**src/rtl/ram_ctrl_pkg.sv**
```systemverilog
`default_nettype none
// ============================================================================
//  Module   : ram_ctrl_pkg
//  Purpose  : Shared types for the RAM copy/fill engine (FSM states, modes)
//  Revision : 1.0 - initial release
// ============================================================================
package ram_ctrl_pkg;

    typedef enum logic [2:0] {
        IDLE    = 3'd0,
        FILL_WR = 3'd1,
        COPY_RD = 3'd2,
        COPY_WR = 3'd3,
        DONE    = 3'd4
    } state_t;

    typedef enum logic {
        MODE_COPY = 1'b0,
        MODE_FILL = 1'b1
    } mode_t;

endpackage
`default_nettype wire

```
**src/rtl/ram_addr_gen.sv**
```systemverilog
`default_nettype none
// ============================================================================
//  Module   : ram_addr_gen
//  Purpose  : Base register plus up/down word-offset counter. Produces
//             base+offset (modulo RAM depth) and a flag marking the final word.
//  Revision : 1.0 - initial release
// ============================================================================
module ram_addr_gen #(
    parameter int ADDR_WIDTH = 10
) (
    input  logic                  clk,
    input  logic                  reset_n,
    input  logic                  load,
    input  logic                  step,
    input  logic                  down_in,
    input  logic [ADDR_WIDTH-1:0] base_in,
    input  logic [ADDR_WIDTH:0]   len_in,
    output logic [ADDR_WIDTH-1:0] addr,
    output logic                  last
);

    localparam logic [ADDR_WIDTH:0] C_ONE = (ADDR_WIDTH+1)'(1);

    logic [ADDR_WIDTH-1:0] base_q, base_d;
    logic [ADDR_WIDTH:0]   off_q,  off_d;
    logic [ADDR_WIDTH:0]   end_q,  end_d;
    logic                  down_q, down_d;
    logic [ADDR_WIDTH:0]   w_len_m1;

    // Offset is one bit wider than the address so a full-depth count fits;
    // the final offset is len-1 going up, 0 going down.
    assign w_len_m1 = len_in - C_ONE;
    assign addr     = base_q + off_q[ADDR_WIDTH-1:0];
    assign last     = (off_q == end_q);

    // Counter registers
    always_ff @(posedge clk or negedge reset_n) begin
        if (!reset_n) begin
            base_q <= '0;
            off_q  <= '0;
            end_q  <= '0;
            down_q <= 1'b0;
        end else begin
            base_q <= base_d;
            off_q  <= off_d;
            end_q  <= end_d;
            down_q <= down_d;
        end
    end

    // Load a new walk on command accept, otherwise step one word per request
    always_comb begin
        base_d = base_q;
        off_d  = off_q;
        end_d  = end_q;
        down_d = down_q;
        if (load) begin
            base_d = base_in;
            down_d = down_in;
            off_d  = down_in ? w_len_m1 : '0;
            end_d  = down_in ? '0 : w_len_m1;
        end else if (step) begin
            off_d  = down_q ? (off_q - C_ONE) : (off_q + C_ONE);
        end
    end

endmodule
`default_nettype wire

```
**src/rtl/ram_copy_engine.sv**
```systemverilog
`default_nettype none
// ============================================================================
//  Module   : ram_copy_engine
//  Purpose  : Single-port RAM initiator that fills a block with a constant or
//             copies a block (memmove direction) within the same RAM.
//  Revision : 1.0 - initial release
// ============================================================================
module ram_copy_engine
    import ram_ctrl_pkg::*;
#(
    parameter int DATA_WIDTH = 8,
    parameter int ADDR_WIDTH = 10
) (
    input  logic                  clk,
    input  logic                  reset_n,
    input  logic                  start,
    input  logic                  mode,
    input  logic [ADDR_WIDTH-1:0] src_addr,
    input  logic [ADDR_WIDTH-1:0] dst_addr,
    input  logic [ADDR_WIDTH:0]   len,
    input  logic [DATA_WIDTH-1:0] fill_data,
    output logic                  busy,
    output logic                  done,
    output logic                  we_a,
    output logic [ADDR_WIDTH-1:0] addr_a,
    output logic [DATA_WIDTH-1:0] din_a,
    input  logic [DATA_WIDTH-1:0] dout_a
);

    state_t                state_q, state_d;
    logic [DATA_WIDTH-1:0] fill_q,  fill_d;

    logic                  w_load;
    logic                  w_down;
    logic                  w_src_step;
    logic                  w_dst_step;
    logic [ADDR_WIDTH-1:0] w_src_addr;
    logic [ADDR_WIDTH-1:0] w_dst_addr;
    logic                  w_src_last;
    logic                  w_dst_last;

    // A copy whose destination lies above the source walks downward so the
    // overlapping tail is read before it is overwritten.
    assign w_load     = (state_q == IDLE) && start;
    assign w_down     = (mode_t'(mode) == MODE_COPY) && (dst_addr > src_addr);
    assign w_src_step = (state_q == COPY_WR);
    assign w_dst_step = (state_q == FILL_WR) || (state_q == COPY_WR);

    ram_addr_gen #(
        .ADDR_WIDTH (ADDR_WIDTH)
    ) u_src_gen (
        .clk     (clk),
        .reset_n (reset_n),
        .load    (w_load),
        .step    (w_src_step),
        .down_in (w_down),
        .base_in (src_addr),
        .len_in  (len),
        .addr    (w_src_addr),
        .last    (w_src_last)
    );

    ram_addr_gen #(
        .ADDR_WIDTH (ADDR_WIDTH)
    ) u_dst_gen (
        .clk     (clk),
        .reset_n (reset_n),
        .load    (w_load),
        .step    (w_dst_step),
        .down_in (w_down),
        .base_in (dst_addr),
        .len_in  (len),
        .addr    (w_dst_addr),
        .last    (w_dst_last)
    );

    // State and captured fill pattern
    always_ff @(posedge clk or negedge reset_n) begin
        if (!reset_n) begin
            state_q <= IDLE;
            fill_q  <= '0;
        end else begin
            state_q <= state_d;
            fill_q  <= fill_d;
        end
    end

    // Next-state logic; start is only looked at in IDLE
    always_comb begin
        state_d = state_q;
        fill_d  = fill_q;
        case (state_q)
            IDLE: begin
                if (start) begin
                    fill_d = fill_data;
                    if (len == '0)
                        state_d = DONE;
                    else if (mode_t'(mode) == MODE_FILL)
                        state_d = FILL_WR;
                    else
                        state_d = COPY_RD;
                end
            end
            FILL_WR: if (w_dst_last) state_d = DONE;
            COPY_RD: state_d = COPY_WR;
            COPY_WR: state_d = w_src_last ? DONE : COPY_RD;
            DONE:    state_d = IDLE;
            default: state_d = IDLE;
        endcase
    end

    // RAM port and status decode; port idles at zero outside active states
    always_comb begin
        busy   = 1'b0;
        done   = 1'b0;
        we_a   = 1'b0;
        addr_a = '0;
        din_a  = '0;
        case (state_q)
            FILL_WR: begin
                busy   = 1'b1;
                we_a   = 1'b1;
                addr_a = w_dst_addr;
                din_a  = fill_q;
            end
            COPY_RD: begin
                busy   = 1'b1;
                addr_a = w_src_addr;
            end
            COPY_WR: begin
                busy   = 1'b1;
                we_a   = 1'b1;
                addr_a = w_dst_addr;
                din_a  = dout_a;
            end
            DONE:    done = 1'b1;
            default: ;
        endcase
    end

endmodule
`default_nettype wire
```
**config.mk**
```make
export PLATFORM = sky130hd
export DESIGN_NAME = ram_copy_engine
export DESIGN_NICKNAME = d
export VERILOG_FILES = /design/src/rtl/ram_ctrl_pkg.sv /design/src/rtl/ram_addr_gen.sv /design/src/rtl/ram_copy_engine.sv
export SDC_FILE = /design/constraint.sdc
export NUM_CORES = 1
export LEC_CHECK = 0
export CELL_PAD_IN_SITES_DETAIL_PLACEMENT = 2
export CELL_PAD_IN_SITES_GLOBAL_PLACEMENT = 2
export CORE_UTILIZATION = 31
export CTS_BUF_LIST = sky130_fd_sc_hd__clkbuf_4 sky130_fd_sc_hd__clkbuf_8
export CTS_CLUSTER_SIZE = 40
export DETAILED_ROUTE_END_ITERATION = 10
export PLACE_DENSITY = 0.79
export REMOVE_ABC_BUFFERS = 1
export SLEW_MARGIN = 20
export SYNTH_ARGS = -nofsm -noshare
export SYNTH_HDL_FRONTEND = slang
export SYNTH_SLANG_ARGS = --single-unit
```
**constraint.sdc**
```tcl
create_clock -name clk -period 2.3 [get_ports clk]
set_input_delay 0.345 -clock clk [delete_from_list [all_inputs] [get_ports clk]]
set_output_delay 0.345 -clock clk [all_outputs]
set_load 0.01 [all_outputs]
```
Yosys cells after proc, flatten, opt, wreduce, memory -nomap -nowiden
Cells that the tools add are included.
{"block": "word_totals", "ff_bits": 65, "inputBits": 51, "out_inout_bits": 21}
{"block": "classes", "addsub": 7, "order_cmp": 1, "n_eq_ne": 8, "muxes": 19, "n_bitwise": 1, "reduce_logical": 11}
{"op": "$mux W11", "count": 8}
{"op": "$sub A11 B1 Y11 const B", "count": 3}
{"op": "$add A11 B1 Y11 const B", "count": 2}
{"op": "$eq A11 B11 Y1", "count": 2}
{"op": "$add A10 B10 Y10", "count": 2}
{"op": "$pmux W10 S2", "count": 1}
{"op": "$pmux W8 S2", "count": 1}
{"op": "$mux W3", "count": 4}
{"op": "$pmux W3 S4", "count": 1}
{"op": "$logic_not A11 Y1", "count": 1}
{"op": "$gt A10 B10 Y1", "count": 1}
{"op": "$eq A3 B2 Y1 const B", "count": 2}
{"op": "$reduce_and A2 Y1", "count": 2}
{"op": "$reduce_bool A2 Y1", "count": 2}
{"op": "$eq A3 B1 Y1 const B", "count": 1}
{"op": "$eq A3 B3 Y1 const B", "count": 1}
{"op": "$logic_not A3 Y1", "count": 1}
{"op": "$mux W1", "count": 3}
{"op": "$reduce_or A3 Y1", "count": 1}
{"op": "$logic_and A1 B1 Y1", "count": 2}
{"op": "$mux W2", "count": 1}
{"op": "$ne A2 B1 Y1 const B", "count": 1}
{"op": "$ne A2 B2 Y1 const B", "count": 1}
{"op": "$reduce_or A2 Y1", "count": 1}
{"op": "2 further kinds", "count": 2}

Longest topological paths before layout
Gate-level depths: netlist of run 1.
{"block": "depth", "word_depth": 4, "depth_mapped": 9, "depth_no_buf": 8}

Hierarchy
Synthesis of run 1 repeated with hierarchy kept, for this count alone.
{"block": "unflattened", "hier_cells": 627, "area_unflattened_um2": 5853.1}
{"module": "ram_addr_gen", "instances": 2, "cells_per_inst": 254, "area_per_inst_um2": 2389.8}
{"module": "ram_copy_engine", "instances": 1, "cells_per_inst": 119, "area_per_inst_um2": 1073.5}

Worst setup path after synthesis of run 1
No wires, ideal clock.
{"block": "synth_timing", "path_type": "reg-to-output", "from": "register u_src_gen.off_q[0]", "to": "output port addr_a[8]", "t_arrival_ps": 2165, "required_ps": 1955, "slack_ps": -210, "path_stages_with_launch": 9, "cell_sequence": "dfrtp_1 > ha_1 > fa_1 > a21o_1 > a21oi_1 > o21ai_1 > o41ai_1 > xor2_1 > o22ai_1"}
{"block": "synth_via", "elab_chain_len": 2}
{"item": "start: declaration", "line_no": "ram_addr_gen.sv:25", "rtl": "logic [ADDR_WIDTH:0] off_q, off_d;"}
{"item": "start signal: assignment", "line_no": "ram_addr_gen.sv:40", "rtl": "off_q <= '0;"}
{"item": "start signal: assignment", "line_no": "ram_addr_gen.sv:45", "rtl": "off_q <= off_d;"}
{"item": "$add A10 B10 Y10", "line_no": "ram_addr_gen.sv:33", "rtl": "assign addr = base_q + off_q[ADDR_WIDTH-1:0];"}
{"item": "$pmux W10 S2", "line_no": "ram_copy_engine.sv:119", "rtl": "case (state_q)"}
{"item": "end: declaration", "line_no": "ram_copy_engine.sv:25", "rtl": "output logic [ADDR_WIDTH-1:0] addr_a,"}
No other way between the ends.

Worst setup path after layout of run 1
{"block": "layout_timing", "from": "register u_src_gen.base_q[0]", "to": "output port addr_a[8]"}
{"block": "layout_via", "elab_chain_len": 2}
{"item": "start: declaration", "line_no": "ram_addr_gen.sv:24", "rtl": "logic [ADDR_WIDTH-1:0] base_q, base_d;"}
{"item": "start signal: assignment", "line_no": "ram_addr_gen.sv:44", "rtl": "base_q <= base_d;"}
{"item": "$add A10 B10 Y10", "line_no": "ram_addr_gen.sv:33"}
{"item": "$pmux W10 S2", "line_no": "ram_copy_engine.sv:119"}
No other way between the ends.

==> summary.md, run 1 <==
| Metric | Value |
|---|---|
| Row cnt | 46 |
| Clock Tree Buf Depth | 2 |
| Nets@finish | 950 |
| Post-synthesis compound-gate area fraction | 21.09% |
| CTS Buf Count | 9 |
| Worst path arrival time | 2.75 ns |
| Outcome | finished, violations left |
| Overflow after GRT | 0 |
| Tot GR Track Use | 39.48% |
| Port Buffers | 71 |
| FF-to-FF setup slack | -0.40 ns |
| Worst relative slew slack | 37.16% |
| Worst flop-to-flop path endpoint | u_dst_gen.off_q[6] |
| Initial antenna violation count | 0 |
| Mapped Cells | 618 |
| Peak Freq | 0.3233 GHz |
| Critical-path top delay cell | dfrtp_1 |
| Post-Synth Adder-Cell Area | 13.11% |
| Minimum clock period | 3.093 ns |
| Hold Path Class | input pin to asynchronous set/reset pin |
| Die X | 131.4 um |
| Final-report hold violation count | 0 |
| Mux cell area share after synthesis | 1.952% |
| Clock sinks | 65 |
| Largest family of logic cells by synthesized area | compound AO/OA/AOI/OAI gates |
| DP HPWL | 19,280 um |
| Reg2Reg Depth | 9 |
| Post-synthesis sequential area ratio | 31.33% |
| Total power | 0.01785 W |
| Clk slew on worst S/H paths | 0.10 ns |
| WL per Instance | 36.77 um |
| FF-to-FF Start | u_src_gen.down_q |
| Max cap viols | 0 |
| Antenna Violating Nets Remaining | 0 |
| Initial core utilization | 32.21% |
| DR iter-0 viols | 498 |
| CP Capture Point | addr_a[8] |
| Largest net degree at the start of global routing | 34 |
| # setup viols final | 38 |
| CP Depth | 9 |
| Setup TNS | -7.900 ns |
| Area Growth Syn to Fin | 66.21% |
| Top cells by area, synth | dfrtp_1 (31%), ha_1 (12%), nand2_1 (7.4%) |
| Worst-Margin Slew | 0.9427 ns |
| Synth Area in XOR/XNOR | 9.617% |
| Routed WL | 39,120 um |
| Yosys cell types | 64 |
| Mapped Area | 5191 sq um |
| Routed vias/inst | 6.324 |
| First-pass GRT wire length | 49,940 um |
| Critical Path RT | 1.96 ns |
| Critical path buffer and inverter count | 1 |
| Initial DRT Pass Iterations | 5 |
| DIE AREA | 17,270 sq um |
| Die H | 131.4 um |
| Routability cong. | 0.8694 |
| Asr flop ratio synth | 100.0% |
| Final WS setup | -0.7930 ns |
| #FFs+latches synth | 65 |
| Top cell type's share of synthesized area | 31.33% |
| Simple-Gate Fraction of Synth Area | 19.19% |
| Main synth FF type | dfrtp_1 |
| Placeable Area | 16,120 sq um |
| Leak Pwr | 3.844 nW |
| Critical path, cell by cell | ha_4 -> fa_2 -> a21o_1 -> a21oi_4 -> o21ai_4 -> o41ai_4 -> xor2_1 -> o22ai_1 -> buf_2 |
| Hold Slack | 0.06552 ns |
| Failing checks | setup timing |
| YS warnings | 0 |
| Worst-Skew Late Latency | 0.41 ns |
| Final cycle utilization of the critical path | 134.5% |
| Worst vdd ir | 0.9002 mV |
| DRC Markers | 0 |
| Most frequent cells in the layout | buf_4 (144), nand2_1 (99), dfrtp_1 (61), nor2_1 (43), clkdlybuf4s50_1 (42) |
| Share of cells above drive strength 1 | 40.57% |
| Ant diodes | 0 |
| Syn avg cell area | 8.400 sq um |
| Critical path class | flop to primary output |
| CTS root buffer | clkbuf_8 |
| Cts hold-fix bufs | 0 |
| Most common cell after layout, fill and taps aside | buf_4 |
| CP top delay family | compound AO/OA/AOI/OAI gates |
| Vias post-DR | 6,729 |
| Vias in the first global route | 7,413 |
| Io pins | 72 |
| Crit Path Max Fanout | 2 |
| Number of synthesized flops with an enable pin | 0 |
| Largest area contributor in the netlist | dfrtp_1 |
| H-tree Lvls | 3 |
| Slowest stage delay, CP | 0.46 ns |
| Critical path launch point type | flop |
| Worst Setup SP | u_src_gen.base_q[0] |
| Final Max Tran Viols | 0 |
| Cell Pwr Density | 2069 nW/um^2 |
| CP endpoint kind | primary output |
| Post-route clock skew | 0.01892 ns |
| RSZ-0062 raised after global routing | true |
| CTS tree | built |
-- per-stage QoR --
stage	worst slack (ns)	instance area, sq um	cells	utilization (%)
6_report	-0.7930	8628	1064	53.54
2_1_floorplan	-0.4246	5092	595	-
3_5_place_dp	-0.8717	7084	1012	43.96
4_1_cts	-0.7048	8028	1049	49.81
3_3_place_gp	-0.7694	7084	1012	43.96
5_1_grt	-0.7511	8628	1064	53.54
-- worst min-delay path by stage --
stage | depth (start not counted) | startpoint | slack [ns] | to
after global routing | 1 | reset_n | 0.10 | u_src_gen.base_q[9]
after detailed placement | 2 | fill_q[1] | 0.48 | fill_q[1]
after global placement | 2 | fill_q[4] | 0.46 | fill_q[4]
after CTS | 1 | reset_n | 0.09 | u_src_gen.base_q[7]
after floorplan | 0 | reset_n | 0.05 | fill_q[0]
final | 1 | reset_n | 0.07 | u_src_gen.base_q[9]
-- sequential cells by signal, summed over array words and instances, names as in the netlist --
signal / count
u_dst_gen.end_q: 11
u_dst_gen.off_q: 11
u_dst_gen.base_q: 10
state_q: 3
u_src_gen.down_q: 1
u_src_gen.off_q: 11
fill_q: 8
u_src_gen.base_q: 10
-- layer usage --
metal / vias to the layer above / track usage (%) / part of all wire, %
li1: 2647 / - / -
met1: 3449 / 43.13 / 37
met2: 418 / 69.52 / 48
met3: 215 / 7.060 / 6.2
met4: 0 / 26.74 / 8.9
met5: - / 0 / 0
-- what timing repair did --
action / in CTS / in global routing
gates cloned: 1 / 0
setup buffers: 26 / 19
pin swaps: 58 / 63
endpoints found under the hold margin: 0 / 0
gates resized for setup: 180 / 105
setup endpoints to repair: 49 / 40
-- report_power, final --
part | total [W] | switching [W] | internal (W)
clock network | 0.00101 | 0.000583 | 0.000426
logic | 0.0144 | 0.00827 | 0.00611
registers | 0.00246 | 0.000752 | 0.00171
total | 0.0178 | 0.00960 | 0.00824
-- cells by family after synthesis --
logic type | after synthesis
xor+xnor | 57
simple gates | 219
compound gates | 167
flops | 65
fa+ha+maj | 52
buf+inv | 48
mux | 10
-- layout make-up --
| type | count | area [sq um] |
|---|---|---|
| Clock buffer | 11 | 151.4 |
| Clock inverter | 1 | 5.005 |
| Fill cell | 1622 | 7487 |
| Inverter | 25 | 107.6 |
| Multi-Input combinational cell | 505 | 4363 |
| Sequential cell | 65 | 1632 |
| Tap cell | 216 | 270.3 |
| Timing Repair Buffer | 241 | 2100 |
-- Yosys cell counts, types with 3 or more instances --
master,number
nand2_1,102
dfrtp_1,65
nor2_1,52
ha_1,48
o21ai_0,44
xnor2_1,40
a21oi_1,34
inv_1,25
xor2_1,17
clkbuf_1,16
nor3_1,14
nand3_1,11
a21o_1,10
o22ai_1,10
a211oi_1,9
mux2i_1,9
a22o_1,8
o21a_1,7
nand4_1,6
nand2b_1,5
nor2b_1,5
nor4_1,5
o21ai_1,5
o21bai_1,5
a31oi_1,4
buf_2,4
fa_1,4
o31ai_1,4
and2_1,3
or3_1,3
No activity file was read; power rests on OpenSTA's default activity.
==> run 2, diff against run 1 <==
--- a/config.mk
+++ b/config.mk
@@ -11,8 +11,9 @@
 export CTS_BUF_LIST = sky130_fd_sc_hd__clkbuf_4 sky130_fd_sc_hd__clkbuf_8
 export CTS_CLUSTER_SIZE = 40
 export DETAILED_ROUTE_END_ITERATION = 10
-export PLACE_DENSITY = 0.79
+export PLACE_DENSITY_LB_ADDON = 0.05
 export REMOVE_ABC_BUFFERS = 1
+export SKIP_LAST_GASP = 1
 export SLEW_MARGIN = 20
 export SYNTH_ARGS = -nofsm -noshare
 export SYNTH_HDL_FRONTEND = slang
==> run 2 against run 1 <==
  * The run still ends with setup timing left
  * Die area stayed put
  * Highest routed layer unchanged
  * Final cell count is 0.75% lower
  * Hold slack better by 0.21 ns
  * Via count is 13% lower
  * Critical path depth stayed put
  * Clock power is 18% higher
  * Non-clock buffer count is 11 lower
==> summary.md, run 2 (synthesis gave the netlist of run 1 again) <==
| Metric | Value |
|---|---|
| CTS Buf Count | 9 (unchanged) |
| Placed cells | 1,011 (was 1,012) |
| Leak Pwr | 3.746 nW (was 3.844 nW) |
| Slowest stage delay, CP | 0.42 ns (was 0.46 ns) |
| Routability cong. | 0.8499 (was 0.8694) |
| Final cycle utilization of the critical path | 128.0% (was 134.5%) |
| Final Max Tran Viols | 0 (unchanged) |
| Reg2Reg Depth | 9 (unchanged) |
| DP HPWL | 16,790 um (was 19,280 um) |
| Post-route clock skew | 0.01296 ns (was 0.01892 ns) |
| Psw | 0.007319 W (was 0.009604 W) |
| Most common cell after layout, fill and taps aside | buf_4 (unchanged) |
| Largest net degree at the start of global routing | 66 (was 34) |
| Hold Crit Depth | 3 |
| Combinational Power Share | 76.6% (was 80.6%) |
| Row cnt | 46 (unchanged) |
| Routed vias/inst | 5.572 (was 6.324) |
| Max cap viols | 0 (unchanged) |
| Clock sinks | 65 (unchanged) |
| DIE AREA | 17,270 sq um (unchanged) |
| Share of cells above drive strength 1 | 34.29% (was 40.57%) |
| Most frequent cells in the layout | buf_4 (144), nand2_1 (101), dfrtp_1 (63), nor2_1 (49), clkdlybuf4s50_1 (40) (was buf_4 (144), nand2_1 (99), dfrtp_1 (61), nor2_1 (43), clkdlybuf4s50_1 (42)) |
| WL per Instance | 25.25 um (was 36.77 um) |
| CP top delay family | compound AO/OA/AOI/OAI gates (unchanged) |
| Setup TNS | -3.995 ns (was -7.900 ns) |
| Critical Path RT | 1.96 ns (about the same) |
| Worst-Skew Late Latency | 0.39 ns (was 0.41 ns) |
| DRC Markers | 0 (unchanged) |
| Placeable Area | 16,120 sq um (unchanged) |
| Port Buffers | 71 (unchanged) |
| Minimum clock period | 2.945 ns (was 3.093 ns) |
| First-pass GRT wire length | 36,750 um (was 49,940 um) |
| CTS root buffer | clkbuf_8 (unchanged) |
| Sequential share of power | 15.5% (was 13.8%) |
| H-tree Lvls | 3 (unchanged) |
| Total power | 0.01501 W (was 0.01785 W) |
| FF-to-FF setup slack | -0.19 ns (was -0.40 ns) |
| Final WS setup | -0.6450 ns (was -0.7930 ns) |
| Worst vdd ir | 0.5745 mV (was 0.9002 mV) |
| Clk slew on worst S/H paths | 0.09 ns (was 0.10 ns) |
| Worst slack, placed | -0.8277 ns (was -0.8717 ns) |
| # setup viols final | 14 (was 38) |
| Overflow after GRT | 0 (unchanged) |
| Clk pwr share | 7.9% (was 5.7%) |
| Initial core utilization | 32.21% (unchanged) |
| Critical path buffer and inverter count | 1 (unchanged) |
| Critical-path top delay cell | dfrtp_1 (unchanged) |
| Internal power | 0.007687 W (was 0.008245 W) |
| Die H | 131.4 um (unchanged) |
| Die X | 131.4 um (unchanged) |
| Hold Path Class | input pin to flop (was input pin to asynchronous set/reset pin) |
| Io pins | 72 (unchanged) |
| Area Growth Syn to Fin | 58.01% (was 66.21%) |
| Critical path class | flop to primary output (unchanged) |
| Worst relative slew slack | 56.35% (was 37.16%) |
| Vias in the first global route | 6,588 (was 7,413) |
| Critical path launch point type | flop (unchanged) |
| CP Depth | 9 (unchanged) |
| DR iter-0 viols | 340 (was 498) |
| Ant diodes | 0 (unchanged) |
| Failing checks | setup timing (unchanged) |
| Routed WL | 26,670 um (was 39,120 um) |
| Crit Path Max Fanout | 2 (unchanged) |
| Tot GR Track Use | 28.02% (was 39.48%) |
| Final-report hold violation count | 0 (unchanged) |
| Vias post-DR | 5,884 (was 6,729) |
| Clock Tree Buf Depth | 2 (unchanged) |
| Fin cells | 1,056 (was 1,064) |
| Initial antenna violation count | 0 (unchanged) |
| Largest regs | u_dst_gen.end_q: 11 flops, u_dst_gen.off_q: 11 flops, u_src_gen.off_q: 11 flops (unchanged) |
| Worst-Margin Slew | 0.6547 ns (was 0.9427 ns) |
| RSZ-0062 raised after global routing | true (unchanged) |
| Peak Freq | 0.3396 GHz (was 0.3233 GHz) |
| CTS tree | built (unchanged) |
| Filler cell count | 1,708 (was 1,622) |
| Critical path, cell by cell | ha_2 -> fa_2 -> a21o_1 -> a21oi_2 -> o21ai_1 -> o41ai_2 -> xor2_1 -> o22ai_1 -> buf_2 (was ha_4 -> fa_2 -> a21o_1 -> a21oi_4 -> o21ai_4 -> o41ai_4 -> xor2_1 -> o22ai_1 -> buf_2) |
| Worst path arrival time | 2.60 ns (was 2.75 ns) |
| Nets@finish | 939 (was 950) |
| Hold Slack | 0.2750 ns (was 0.06552 ns) |
| CP endpoint kind | primary output (unchanged) |
| Antenna Violating Nets Remaining | 0 (unchanged) |
| Cell Pwr Density | 1829 nW/um^2 (was 2069 nW/um^2) |
| Initial DRT Pass Iterations | 4 (was 5) |
| Sw Ratio | 48.78% (was 53.81%) |
| Outcome | finished, violations left (unchanged) |
## run 2: area by class of cell
type	count	area, sq um	area share, %
Clock buffer	12	152.6	1.861
Timing Repair Buffer	230	1949	23.76
Multi-Input combinational cell	505	4043	49.28
Clock inverter	3	65.06	0.7932
Sequential cell	65	1629	19.86
Inverter	25	93.84	1.144
Tap cell	216	270.3	3.295
## run 2: timing repair
action                                 in CTS  in global routing
pin swaps                                  41                 56
endpoints found under the hold margin       2                  0
buffers inserted                           21                 14
hold buffers                                1                  0
resized for setup                         117                 78
setup endpoints to repair                  44                 33
## run 2: layer usage
metal / part of all wire (%) / track usage, % / vias up
met5: 0 / 0 / -
met4: 3.8 / 13.11 / 0
li1: - / - / 2624
met2: 51 / 50.73 / 191
met1: 40 / 32.42 / 3003
met3: 4.8 / 3.781 / 66
## run 2: tightest hold or removal path: cells and delay by family
| family | cells | cell delay (ns) |
|---|---|---|
| AND/OR/NAND/NOR | 2 | 0.13 |
| buffers and inverters | 1 | 0.15 |
## run 2: metrics by stage
stage                     util (%)  area (sq um)
after floorplan                  -          5092
after detailed placement     43.76          7052
after global routing         50.90          8203
after global placement       43.76          7052
final                        50.90          8203
after CTS                    48.40          7800
## run 2: power groups by stage
stage	combinational, W	clock [W]	sequential, W
after floorplan	0.00480	0	0.00221
after global placement	0.00849	0	0.00222
after detailed placement	0.00890	0	0.00226
after CTS	0.0101	0.00118	0.00225
after global routing	0.0122	0.00124	0.00235
final	0.0115	0.00119	0.00232
## run 2: worst paths after layout
check	from	endpoint
max in group asynchronous	reset_n	u_dst_gen.off_q[1]
max reg2reg	u_src_gen.down_q	u_src_gen.off_q[10]
min in group asynchronous	reset_n	u_dst_gen.off_q[9]
min reg2reg	fill_q[5]	fill_q[5]
max	u_dst_gen.base_q[0]	addr_a[8]
min	dst_addr[8]	u_dst_gen.base_q[8]
